==> src/rtl/calc_input_fsm.sv <==
// calc_input_fsm: operand-entry sequencer for the 16-bit calculator.
// Buttons are synchronized, optionally debounced, and edge-detected into
// single-cycle enter/undo pulses. The pulses drive a four-state one-hot FSM
// that captures OP1, OP2 and ALU_ctrl from the slide switches.
// Optional feature: define BTN_DEBOUNCE_EN to compile in the per-button
// debounce counters (DEBOUNCE_CYCLES stable cycles before a level is accepted).
module calc_input_fsm #(
    parameter int DEBOUNCE_CYCLES = 1_000_000
) (
    input  logic        CLK100MHZ,
    input  logic        reset,
    input  logic [15:0] SW,
    input  logic        BTN_ENTER,
    input  logic        BTN_UNDO,
    output logic [15:0] OP1,
    output logic [15:0] OP2,
    output logic [2:0]  ALU_ctrl,
    output logic [3:0]  state
);

    typedef enum logic [3:0] {
        WAIT_OP1 = 4'b0001,
        WAIT_OP2 = 4'b0010,
        WAIT_OP  = 4'b0100,
        SHOW_RES = 4'b1000
    } state_t;

    // Bit 0 is the enter button, bit 1 is the undo button.
    logic [1:0]  w_btn_raw;
    logic [1:0]  r_sync1;
    logic [1:0]  r_sync2;
    logic [1:0]  w_level;
    logic [1:0]  r_hist;
    logic [1:0]  r_armed;
    logic [1:0]  r_prime;
    logic [1:0]  w_pulse;
    logic        w_enter_p;
    logic        w_undo_p;

    state_t      r_state;
    logic [15:0] r_op1;
    logic [15:0] r_op2;
    logic [2:0]  r_alu;

    assign w_btn_raw = {BTN_UNDO, BTN_ENTER};

    // Two-flop synchronizer for both raw buttons.
    always_ff @(posedge CLK100MHZ or posedge reset) begin
        // NOTE: sequential state uses non-blocking assignments so every flop
        // samples the pre-edge value of its neighbours.
        if (reset) begin
            r_sync1 <= '0;
            r_sync2 <= '0;
        end else begin
            r_sync1 <= w_btn_raw;
            r_sync2 <= r_sync1;
        end
    end

`ifdef BTN_DEBOUNCE_EN
    localparam int CNT_W = $clog2(DEBOUNCE_CYCLES + 1);

    logic [CNT_W-1:0] r_cnt [2];
    logic [1:0]       r_level;

    // Accept a new level only after it has differed from the accepted level
    // for DEBOUNCE_CYCLES consecutive cycles; any return resets the count.
    always_ff @(posedge CLK100MHZ or posedge reset) begin
        if (reset) begin
            r_level <= '0;
            for (int i = 0; i < 2; i++) begin
                r_cnt[i] <= '0;
            end
        end else begin
            for (int i = 0; i < 2; i++) begin
                if (r_sync2[i] == r_level[i]) begin
                    r_cnt[i] <= '0;
                end else if (r_cnt[i] == CNT_W'(DEBOUNCE_CYCLES - 1)) begin
                    r_level[i] <= r_sync2[i];
                    r_cnt[i]   <= '0;
                end else begin
                    r_cnt[i] <= r_cnt[i] + CNT_W'(1);
                end
            end
        end
    end

    assign w_level = r_level;
`else
    assign w_level = r_sync2;
`endif

    // Rising-edge detect with arming. After reset every flop is zero, so a
    // button held through reset would look like a fresh 0->1 edge. A button
    // is armed only once the synchronizer holds a real sample (r_prime full)
    // and both the synchronized and accepted levels are low, i.e. it has
    // been seen released since reset.
    always_ff @(posedge CLK100MHZ or posedge reset) begin
        if (reset) begin
            r_hist  <= '0;
            r_armed <= '0;
            r_prime <= '0;
        end else begin
            r_hist  <= w_level;
            r_prime <= {r_prime[0], 1'b1};
            r_armed <= r_armed | ({2{r_prime[1]}} & ~r_sync2 & ~w_level);
        end
    end

    assign w_pulse   = w_level & ~r_hist & r_armed;
    assign w_enter_p = w_pulse[0];
    assign w_undo_p  = w_pulse[1];

    // Entry sequencer: undo has priority over enter; illegal codes recover.
    always_ff @(posedge CLK100MHZ or posedge reset) begin
        if (reset) begin
            r_state <= WAIT_OP1;
            r_op1   <= '0;
            r_op2   <= '0;
            r_alu   <= '0;
        end else begin
            case (r_state)
                WAIT_OP1: begin
                    if (!w_undo_p && w_enter_p) begin
                        r_op1   <= SW;
                        r_state <= WAIT_OP2;
                    end
                end
                WAIT_OP2: begin
                    if (w_undo_p) begin
                        r_state <= WAIT_OP1;
                    end else if (w_enter_p) begin
                        r_op2   <= SW;
                        r_state <= WAIT_OP;
                    end
                end
                WAIT_OP: begin
                    if (w_undo_p) begin
                        r_state <= WAIT_OP2;
                    end else if (w_enter_p) begin
                        r_alu   <= SW[2:0];
                        r_state <= SHOW_RES;
                    end
                end
                SHOW_RES: begin
                    if (w_undo_p) begin
                        r_state <= WAIT_OP;
                    end else if (w_enter_p) begin
                        r_op1   <= '0;
                        r_op2   <= '0;
                        r_alu   <= '0;
                        r_state <= WAIT_OP1;
                    end
                end
                default: begin
                    r_op1   <= '0;
                    r_op2   <= '0;
                    r_alu   <= '0;
                    r_state <= WAIT_OP1;
                end
            endcase
        end
    end

    assign OP1      = r_op1;
    assign OP2      = r_op2;
    assign ALU_ctrl = r_alu;
    assign state    = r_state;

endmodule
==> config.mk <==
export PLATFORM = sky130hd
export DESIGN_NAME = calc_input_fsm
export DESIGN_NICKNAME = d
export VERILOG_FILES = /design/src/rtl/calc_input_fsm.sv
export SDC_FILE = /design/constraint.sdc
export NUM_CORES = 1
export LEC_CHECK = 0
export ABC_AREA = 1
export BUFFER_PORTS_ARGS = -buffer_cell sky130_fd_sc_hd__buf_2
export CAP_MARGIN = 20
export CORE_MARGIN = 2
export CORE_UTILIZATION = 53
export CTS_CLUSTER_DIAMETER = 60
export DETAILED_ROUTE_END_ITERATION = 8
export PLACE_DENSITY = 0.78
export SLEW_MARGIN = 10
export SYNTH_ARGS = -nofsm -noshare
export SYNTH_HDL_FRONTEND = slang
export SYNTH_SLANG_ARGS = --single-unit
==> constraint.sdc <==
create_clock -name CLK100MHZ -period 2.34 [get_ports CLK100MHZ]
set_clock_uncertainty 0.15 [all_clocks]
set_input_delay 0.468 -clock CLK100MHZ [delete_from_list [all_inputs] [get_ports CLK100MHZ]]
set_output_delay 0.468 -clock CLK100MHZ [all_outputs]
set_load 0.1 [all_outputs]
==> impl_metrics.yaml <==
timing:
  setup_viol: 0
  slew_viol_final: 0
  rsz0062_at_grt: "no"
  max_slew.worst_pin.slew_ns: 0.577
  finalCritPeriodShare: 0.850
  whs_ns: 0.0696
  max_slew_margin: 0.614
  min_period_ns: 1.99
  fmaxAchievable_ghz: 0.503
  setup_tns_ns: 0
  hold_viol_final: 0
  fin_ws_ns: 0.350
cts:
  clockBufferDepth: 2
  cts_tree: "yes"
  htreeDepth: 2
  path_clk_slew_ns: 0.09
  cts-root-buf: "clkbuf_8"
  clkSinkCount: 49
  ctsHoldBuffers: 0
  clk_latency_ns: 0.30
  cts_buffers: 5
  cts_resized: 0
  cts_setup_buffers: 0
routing:
  postRouteAntennaNets: 0
  remaining_drc_errors: 0
  wirelength_um: 5330
  vias: 2089
  drtIter0Drc: 93
  first_pass_iters: 4
  post_drt_via_cell_ratio: 5.20
  wl_per_cell_um: 13.3
critical_path:
  cp.required_ns: 1.72
  critical_path.top_delay_family: "flip-flops"
  path_cells: "buf_2"
  end_kind: "primary output"
  critPathLaunchType: "register"
  cpPeakStageDelay_ns: 0.61
  rrSetupSlack_ns: 0.45
  worst-path-buf-inv: 1
  worstReg2RegStart: "state[0]"
  worst_ep_arrival_time_ns: 1.37
  critPathKind: "register to primary output"
  crit_slowest_cell: "dfstp_2"
  worstSetupStartpoint: "state[0]"
  reg2regPathDepth: 5
  worstPathMaxFanout: 6
  r2r-end: "OP1[1]"
global_routing:
  antenna_found_initial: 0
  globalRouteOverflowTotal: 0
  gr-usage-all-layers: 0.216
  grt_max_degree: 27
  use_met1: 0.313
  grt_use_met3: 0.0497
  grt_pass1_vias: 1889
  top_usage_layer: "met2"
  met2_usage: 0.326
  grt_pass1_wl_um: 8830
die:
  io_pins: 59
  fp.dieH_um: 72.8
  die_w_um: 72.8
  coreArea_um2: 4630
  initial_core_util: 0.542
  die_area_um2: 5300
  core.rowCount: 25
synth:
  syn_inst: 291
  ys_types: 25
  seq_area_frac_synth: 0.489
  synth_xor_area_frac: 0
  synth_area_um2: 2510
  synth_top_cell_by_area: "dfrtp_1"
  yosysWarningCount: 0
  synth_top_area_share: 0.478
  yosys.area_share.simple: 0.420
  synth-compound-area-share: 0.0164
  synth_top_family_by_area: "simple AND/OR/NAND/NOR gates"
  syn_area_per_cell_um2: 8.63
  synthAdderAreaFrac: 0
  yosys_register_bits: 49
  synthTopCellsByArea: "dfrtp_1 (48%), nand2_1 (10%), nand3_1 (7.8%)"
  synth.net_count: 311
  muxShareOfSynthArea: 0
outcome:
  status: "completed"
placement:
  dp_hpwl_um: 3930
  port_buffers: 58
  pre_cts_slack_ns: 0.469
  gp_congestion: 0.847
  place_inst: 394
power_and_ir_drop:
  peakVddDrop_mv: 1.25
  pwr-share-comb: 0.617
  finalPower_uw: 4330
  leakagePower_uw: 0.00165
  seqPwrFrac: 0.273
  net-switching-power_uw: 2590
  p_int_uw: 1730
  switching_share: 0.599
  power_density_nw_per_um2: 1500
  clkPwrFrac: 0.111
final_layout:
  final_cell_mix: "nand2_1 (68), buf_2 (58), dfrtp_1 (48)"
  antenna_cells: 0
  regArea_um2: 1230
  nets: 367
  fin_cells: 402
  multi_input_area_um2: 1100
  drive_gt1_frac: 0.310
  fill_cells: 429
  area_delta_synth_final_pct: 14.6
  layout_commonest_cell: "nand2_1"
job:
  drv_cap: 0
min_path:
  hold_class: "input port to async pin"
power by group through the flow:
| stage | clock [uW] | combinational (uW) | sequential [uW] |
|---|---|---|---|
| final | 480 | 2670 | 1180 |
| after global routing | 521 | 2830 | 1200 |
| after CTS | 486 | 2680 | 1180 |
| after detailed placement | 0 | 2670 | 1190 |
| after global placement | 0 | 2640 | 1190 |
| after floorplan | 0 | 1100 | 2480 |
routing by layer:
| metal | share of wire | wire (um) |
|---|---|---|
| met5 | 0 | 0 |
| met4 | 0.011 | 57 |
| met3 | 0.045 | 242 |
| met2 | 0.46 | 2480 |
| met1 | 0.48 | 2550 |
how the worst max path moves through the flow:
stage,end,slack [ns],cells past startpoint
2_1_floorplan,OP2[10],0.19,8
3_3_place_gp,OP1[0],0.56,5
3_5_place_dp,OP1[1],0.47,5
4_1_cts,state[0],0.35,1
5_1_grt,OP1[1],0.33,5
6_report,state[0],0.35,1
logic make-up after synthesis:
family,count (synthesis)
other cells,1
compound gates,5
buf+inv,34
simple gates,202
flops,49
cells in the mapped netlist, drive strengths merged:
cell type,count
conb,1
clkbuf,3
buf,7
nand3,46
dfstp,1
o21ai,3
nand4,16
dfrtp,48
inv,24
nand2,88
o21bai,2
nor2,52
flip-flops by register name (all words and copies together), names as in the netlist:
name	count
OP1	16
OP2	16
state	4
ALU_ctrl	3
r_armed	2
r_hist	2
r_prime	2
r_sync1	2
r_sync2	2
final cells by class:
cell class,instances,share of cell area
well taps,54,0.0235
inverters,24,0.0313
repair buffers,59,0.108
clock inverters,2,0.00348
clock buffers,6,0.0252
flip-flops and latches,49,0.427
multi-input cells,208,0.382
through the flow:
stage          utilization  cell area (um2)
2_1_floorplan            -             2510
3_3_place_gp         0.604             2800
3_5_place_dp         0.604             2800
4_1_cts              0.622             2880
5_1_grt              0.622             2880
6_report             0.622             2880
Power figures use the tool's default switching activity.
